`src/rtl/uart_tx_frame_engine.sv`:
```
// UART transmit engine: frame FSM, LSB-first shifter, parity generator and line driver, one bit per CLK.
// Optional break generator (Break_Req input, BREAK state) is built when UART_TX_BREAK_EN is defined.
module uart_tx_frame_engine #(
  parameter int DATA_WIDTH = 8,
  parameter int CNT_WIDTH  = $clog2(DATA_WIDTH)
) (
  input  logic                  CLK,
  input  logic                  RST,
  input  logic                  Data_Valid,
  input  logic [DATA_WIDTH-1:0] P_Data,
  input  logic                  Par_En,
  input  logic                  Par_Typ,
  input  logic                  Stop2,
`ifdef UART_TX_BREAK_EN
  input  logic                  Break_Req,
`endif
  output logic                  Ready,
  output logic                  Busy,
  output logic                  TX_OUT
);

  localparam logic [2:0] S_IDLE   = 3'd0;
  localparam logic [2:0] S_START  = 3'd1;
  localparam logic [2:0] S_DATA   = 3'd2;
  localparam logic [2:0] S_PARITY = 3'd3;
  localparam logic [2:0] S_STOP1  = 3'd4;
  localparam logic [2:0] S_STOP2  = 3'd5;
`ifdef UART_TX_BREAK_EN
  localparam logic [2:0] S_BREAK  = 3'd6;
`endif

  localparam logic [CNT_WIDTH-1:0] CNT_LAST = CNT_WIDTH'(DATA_WIDTH - 1);

  logic [2:0]            state_reg, state_next;
  logic [DATA_WIDTH-1:0] shift_reg, shift_next;
  logic [CNT_WIDTH-1:0]  cnt_reg, cnt_next;
  logic                  par_en_reg, par_en_next;
  logic                  par_bit_reg, par_bit_next;
  logic                  stop2_reg, stop2_next;
  logic                  break_req;
  logic                  accept;

`ifdef UART_TX_BREAK_EN
  assign break_req = Break_Req;
`else
  assign break_req = 1'b0;
`endif

  // A pending break blocks new words while idle.
  always_comb begin
    case (state_reg)
      S_IDLE:  Ready = !break_req;
      S_STOP1: Ready = !stop2_reg;
      S_STOP2: Ready = 1'b1;
      default: Ready = 1'b0;
    endcase
  end

  assign accept = Data_Valid & Ready;
  assign Busy   = (state_reg != S_IDLE);

  always_comb begin
    case (state_reg)
      S_START:  TX_OUT = 1'b0;
      S_DATA:   TX_OUT = shift_reg[0];
      S_PARITY: TX_OUT = par_bit_reg;
`ifdef UART_TX_BREAK_EN
      S_BREAK:  TX_OUT = 1'b0;
`endif
      default:  TX_OUT = 1'b1;
    endcase
  end

  always_comb begin
    state_next   = state_reg;
    shift_next   = shift_reg;
    cnt_next     = cnt_reg;
    par_en_next  = par_en_reg;
    par_bit_next = par_bit_reg;
    stop2_next   = stop2_reg;

    case (state_reg)
      S_IDLE: begin
`ifdef UART_TX_BREAK_EN
        if (break_req)
          state_next = S_BREAK;
        else
`endif
        if (accept)
          state_next = S_START;
      end
      S_START: begin
        cnt_next   = '0;
        state_next = S_DATA;
      end
      S_DATA: begin
        shift_next = {1'b0, shift_reg[DATA_WIDTH-1:1]};
        cnt_next   = cnt_reg + 1'b1;
        if (cnt_reg == CNT_LAST)
          state_next = par_en_reg ? S_PARITY : S_STOP1;
      end
      S_PARITY: state_next = S_STOP1;
      S_STOP1: begin
        if (stop2_reg)
          state_next = S_STOP2;
        else
          state_next = accept ? S_START : S_IDLE;
      end
      S_STOP2: state_next = accept ? S_START : S_IDLE;
`ifdef UART_TX_BREAK_EN
      // Release from break emits a single mark bit before the line is reusable.
      S_BREAK: begin
        if (!break_req) begin
          state_next = S_STOP1;
          stop2_next = 1'b0;
        end
      end
`endif
      default: state_next = S_IDLE;
    endcase

    // Config is sampled only on accept; parity is resolved here so the shifter never needs it.
    if (accept) begin
      shift_next   = P_Data;
      par_en_next  = Par_En;
      par_bit_next = (^P_Data) ^ Par_Typ;
      stop2_next   = Stop2;
    end
  end

  always_ff @(posedge CLK) begin
    if (!RST) begin
      state_reg   <= S_IDLE;
      shift_reg   <= '0;
      cnt_reg     <= '0;
      par_en_reg  <= 1'b0;
      par_bit_reg <= 1'b0;
      stop2_reg   <= 1'b0;
    end else begin
      state_reg   <= state_next;
      shift_reg   <= shift_next;
      cnt_reg     <= cnt_next;
      par_en_reg  <= par_en_next;
      par_bit_reg <= par_bit_next;
      stop2_reg   <= stop2_next;
    end
  end

endmodule

```
`config.mk`:
```
export PLATFORM = sky130hd
export DESIGN_NAME = uart_tx_frame_engine
export DESIGN_NICKNAME = d
export VERILOG_FILES = /design/src/rtl/uart_tx_frame_engine.sv
export SDC_FILE = /design/constraint.sdc
export NUM_CORES = 1
export LEC_CHECK = 0
export CAP_MARGIN = 20
export CORE_AREA = 2 2 49 51
export DETAILED_ROUTE_END_ITERATION = 8
export DIE_AREA = 0 0 51 53
export PLACE_DENSITY = 0.73
export SYNTH_ARGS = -nofsm -noshare
export SYNTH_HDL_FRONTEND = slang
export SYNTH_SLANG_ARGS = --single-unit
```
`constraint.sdc`:
```
create_clock -name CLK -period 3.2 [get_ports CLK]
set_clock_uncertainty 0.15 [all_clocks]
set_input_delay 0.64 -clock CLK [delete_from_list [all_inputs] [get_ports CLK]]
set_output_delay 0.64 -clock CLK [all_outputs]
set_load 0.05 [all_outputs]
```
==> results.cfg, run 1 <==
[pwr]
power.share.clock_pct = 12.1
p_leak_uw = 0.000427
power.density_nw_per_um2 = 798
power_frac_comb_pct = 50.9
total_power_uw = 919
seqPwrFrac_pct = 37.0
netSwitchingPower_uw = 404
internal_power_uw = 515
irDropWorstVdd_mv = 0.448
p_sw_share_pct = 43.9

[worst_setup_path]
path_depth = 4
r2r_cells = 4
worstSetupEndpointType = output port
setup.worst_path.class = reg -> out
crit_slowest_cell = clkdlybuf4s50_1
crit_family = buffers and inverters
crit_path_max_fanout = 15
critPathBufInv = 1
cp_cell_sequence = nand3b_1 > nand2_1 > nor2_1 > clkdlybuf4s50_1
cpPeakStageDelay_ps = 810
arrival_ps = 2090
worstSetupStartpointType = register
crit_required_ps = 2410

[flow_run]
max_cap_viol_count = 0

[synthesis]
synth_xor_area_share_pct = 6.84
synth_compound_area_share_pct = 23.9
ys_async_sr_fraction_pct = 0
synthAdderAreaFrac_pct = 2.58
yosysUniqueCellTypes = 37
syn_area_sq_um = 970
synth_edf_count = 0
synth.top_cell.area_share_pct = 35.1
yosys_warnings = 0
syn_inst = 109
synthMuxAreaShare_pct = 4.26
syn_nets = 125
ys_seq_area_share_pct = 35.1
synth_area_per_cell_sq_um = 8.90
synth-simple-area-share_pct = 20.9
ys_top_cells_by_area = dfxtp_1 (35%), a21boi_1 (5.4%), a22oi_1 (5.4%), nor2b_1 (5.2%), nand2_1 (4.3%)
ys.flop_type = dfxtp_1
synth_area_leader_cell = dfxtp_1
synth-seq-cells = 17
synth_top_family_by_area = compound AO/OA/AOI/OAI gates

[layout]
mostFrequentLayoutCells = dfxtp_1 (17), clkdlybuf4s50_1 (16), nand2_1 (11), nor2b_1 (8)
largest_register_ffs = 8
final_nets = 139
antennaDiodeCount = 0
area_growth_pct = 18.7
nFillCells = 203
drive_gt1_share_pct = 5.74
layout_commonest_cell = dfxtp_1

[sta]
hold_viol_final = 0
worst_pin_slew_ps = 648
min_period_over_period_pct = 90.1
fin_crit_ps = 2880
rsz0062_at_grt = false
drv_slew = 0
holdWs_ps = 310
setup_viol = 0
max_freq_mhz = 347
max-slew-margin-rel_pct = 56.6
final.setup.tns_ps = 0

[clock_tree]
cts.clk_slew.worst_paths_ps = 100
cts_setup_buffers = 0
h-tree-depth = 1
cts_tree = built
insertion_delay_ps = 280
cts-root-buf = clkbuf_4
hold_buffers = 0
post_cts_resized = 0
cts_buffer_depth = 2
tritoncts.num_buffers = 3
cts.sinks = 17

[floorplan]
die_w_microns = 51
initial_utilization_pct = 45.1
die-height_microns = 53
fp-row-count = 17
core-area_sq_um = 2150
die-area_sq_um = 2700
ios = 17

[outcome]
status = completed

[route]
drc = 0
antenna_left = 0
viasPerCell = 5.27
route.vias.total = 790
drt_iter0_markers = 12
wl_microns = 1770
firstDrtPassIters = 4
wl_per_cell_microns = 11.8

[grt]
grt_pass1_wl_microns = 3120
grt_pass1_vias = 742
grt_max_degree = 19
antenna_found_initial = 0
grt_usage_pct = 15.3
gr-total-overflow = 0

[placement]
gp_congestion = 0.767
hpwl_microns = 1330
io_buffers = 16

[min_path]
hp-class = reg -> reg
hold_depth = 2
per-stage QoR:
step	setup WS, ps	instance area [sq um]	util, %	cells
final	316	1150	53.6	150
after global placement	678	1120	52.4	146
after CTS	313	1150	53.6	150
after global routing	169	1150	53.6	150
after detailed placement	637	1120	52.4	146
after floorplan	1130	970	-	109
synth_stat cells, types with 3 or more instances:
master    count
dfxtp_1      17
nand2_1      11
nor2b_1       8
a21boi_1      7
a22oi_1       7
a21oi_1       6
inv_1         6
xnor2_1       4
and2_1        3
clkbuf_1      3
mux2i_1       3
nor2_1        3
o22ai_1       3
kinds of logic after synthesis:
kind of cell | Yosys count
and+or+nand+nor | 35
muxes | 4
DFF | 17
AOI/OAI and AO/OA | 32
buffers and inverters | 13
adders and majority gates | 2
xor gates and xnor gates | 6
cell type report:
| class | instances | area (sq um) | share of cell area [%] |
|---|---|---|---|
| Multi-Input combinational cell | 79 | 567 | 49.2 |
| Sequential cell | 17 | 340 | 29.6 |
| Timing Repair Buffer | 16 | 160 | 13.9 |
| Tap cell | 28 | 35.0 | 3.04 |
| Clock buffer | 4 | 26.3 | 2.28 |
| Inverter | 6 | 22.5 | 1.96 |
power by group through the flow:
stage	clock [uW]	combinational, uW	sequential (uW)
floorplan	0	414	296
global placement	0	464	340
detailed placement	0	472	344
CTS	117	472	339
global route	126	515	349
finish	112	468	340
metal layers:
layer | global-route usage [%] | routed length (microns) | vias up
met5 | 0 | 0 | -
met4 | 5.41 | 19 | 0
met3 | 3.39 | 63 | 2
met2 | 26.8 | 827 | 14
met1 | 18.4 | 856 | 357
li1 | - | - | 417
worst min-delay path: stages, from the launching register on:
cell and delay [ps]:
dfxtp_1 320, nand2_1 50, a21boi_1 50
path summary, 6_finish.rpt:
path,end,slack [ps],from
worst max-delay path,Ready,320,state_reg[0]
worst max register to register,stop2_reg,1240,state_reg[0]
worst min-delay path,shift_reg[3],310,shift_reg[3]
worst min register to register,shift_reg[3],310,shift_reg[3]
Note: power is estimated with default switching activity, not from simulation.
==> run 2, diff against run 1 <==
--- a/config.mk
+++ b/config.mk
@@ -9,7 +9,8 @@
 export CORE_AREA = 2 2 49 51
 export DETAILED_ROUTE_END_ITERATION = 8
 export DIE_AREA = 0 0 51 53
-export PLACE_DENSITY = 0.73
+export GPL_ROUTABILITY_DRIVEN = 0
+export PLACE_DENSITY = 0.75
 export SYNTH_ARGS = -nofsm -noshare
 export SYNTH_HDL_FRONTEND = slang
 export SYNTH_SLANG_ARGS = --single-unit
==> constraint.sdc (replaced) <==
create_clock -name CLK -period 2.45 [get_ports CLK]
set_clock_uncertainty 0.15 [all_clocks]
set_input_delay 0.49 -clock CLK [delete_from_list [all_inputs] [get_ports CLK]]
set_output_delay 0.49 -clock CLK [all_outputs]
set_load 0.05 [all_outputs]
==> results.cfg, run 2 (synthesis results as in run 1) <==
[placement]
io_buffers = 16
dp_cells = 149
hpwl_microns = 1480

[worst_setup_path]
worstSetupEndpointType = output port
cp_cell_sequence = nand3b_1 > nand2_1 > nor2_1 > buf_12
setup.worst_path.class = reg -> out
worstSetupStartpointType = register
r2r_cells = 5
crit_required_ps = 1810
r2r-end = shift_reg[0]
cpPeakStageDelay_ps = 660
r2r-start = state_reg[0]
crit_path_max_fanout = 15
regToRegSetupSlack_ps = 670
arrival_ps = 1550
crit_slowest_cell = dfxtp_1

[floorplan]
core-area_sq_um = 2150
die_w_microns = 51
initial_utilization_pct = 45.1
die-height_microns = 53
die-area_sq_um = 2700
fp-row-count = 17
ios = 17

[clock_tree]
h-tree-depth = 1
cts-root-buf = clkbuf_4
hold_buffers = 0
cts_setup_buffers = 0
post_cts_resized = 0
insertion_delay_ps = 280
cts.sinks = 17
cts.clk_slew.worst_paths_ps = 100
tritoncts.num_buffers = 3
cts_buffer_depth = 2
cts_tree = built

[grt]
grt_pass1_vias = 775
grt_usage_pct = 16.3
grt_pass1_wl_microns = 3260
antenna_found_initial = 0
grt_max_degree = 19
gr-total-overflow = 0

[layout]
drive_gt1_share_pct = 10.4
stdcell_count = 153
largest_register_ffs = 8
layout_commonest_cell = dfxtp_1
mostFrequentLayoutCells = dfxtp_1 (17), clkdlybuf4s50_1 (13), nand2_1 (11), nor2b_1 (8)
antennaDiodeCount = 0
final_nets = 142
area_growth_pct = 21.5

[sta]
min_period_over_period_pct = 89.5
max-slew-margin-rel_pct = 63.8
rsz0062_at_grt = false
max_freq_mhz = 456
drv_slew = 0
final.setup.tns_ps = 0
fin_crit_ps = 2190
setup_viol = 0
worst_pin_slew_ps = 541
hold_viol_final = 0

[route]
wl_per_cell_microns = 12.4
drc = 0
route.vias.total = 818
drt_iter0_markers = 16
antenna_left = 0
wl_microns = 1900
firstDrtPassIters = 4
viasPerCell = 5.35

[min_path]
whs_endpoint = shift_reg[1]
hold_depth = 2
hp-start = shift_reg[1]
hp-class = reg -> reg

[flow_run]
max_cap_viol_count = 0

[pwr]
power.density_nw_per_um2 = 1070
p_leak_uw = 0.000450
irDropWorstVdd_mv = 0.600

[outcome]
status = completed
[run 2: per-stage QoR]
step	instance area [sq um]	hold WS [ps]	setup WS [ps]	util, %	total power [uW]
2_1_floorplan	970	285	526	-	928
3_3_place_gp	1150	294	379	53.6	1110
3_5_place_dp	1150	302	340	53.6	1130
4_1_cts	1180	315	245	54.9	1280
5_1_grt	1180	340	133	54.9	1360
6_report	1180	314	256	54.9	1270
[run 2: worst max path at each step]
stage	from	endpoint	slack, ps	depth (start not counted)
2_1_floorplan	state_reg[1]	Ready	530	3
3_3_place_gp	Data_Valid	stop2_reg	380	6
3_5_place_dp	Data_Valid	par_en_reg	340	6
4_1_cts	state_reg[0]	Ready	250	4
5_1_grt	state_reg[0]	Ready	130	4
6_report	state_reg[0]	Ready	260	4
[run 2: final cells by class]
| cell class | count | area [sq um] |
|---|---|---|
| fill | 209 | 970 |
| multi-input combinational | 79 | 567 |
| sequential | 17 | 340 |
| timing repair buffer | 19 | 188 |
| tap | 28 | 35.0 |
| clock buffer | 4 | 26.3 |
| inverter | 6 | 22.5 |
[run 2: layer usage]
metal	wire length [microns]	vias to the layer above	track usage, %
li1	-	419	-
met1	855	386	19.2
met2	982	11	29.2
met3	52	2	2.82
met4	12	0	6.31
met5	0	-	0
[run 2: critical path: cells and delay by family, from the launching register on]
kind                   cells  cell delay (ps)
AND/OR/NAND/NOR            3              440
buffers and inverters      1              170
flip-flops                 1              660
[run 2: power breakdown]
part	total, uW	switching, uW	internal (uW)
sequential	424	81.2	343
combinational	697	384	313
clock	146	82.6	63.0
==> run 3, diff against run 2 <==
--- a/config.mk
+++ b/config.mk
@@ -7,6 +7,7 @@
 export LEC_CHECK = 0
 export CAP_MARGIN = 20
 export CORE_AREA = 2 2 49 51
+export CTS_CLUSTER_DIAMETER = 100
 export DETAILED_ROUTE_END_ITERATION = 8
 export DIE_AREA = 0 0 51 53
 export GPL_ROUTABILITY_DRIVEN = 0
==> results of run 3 <==
Final layout, timing and power as in run 2 (identical DEF).
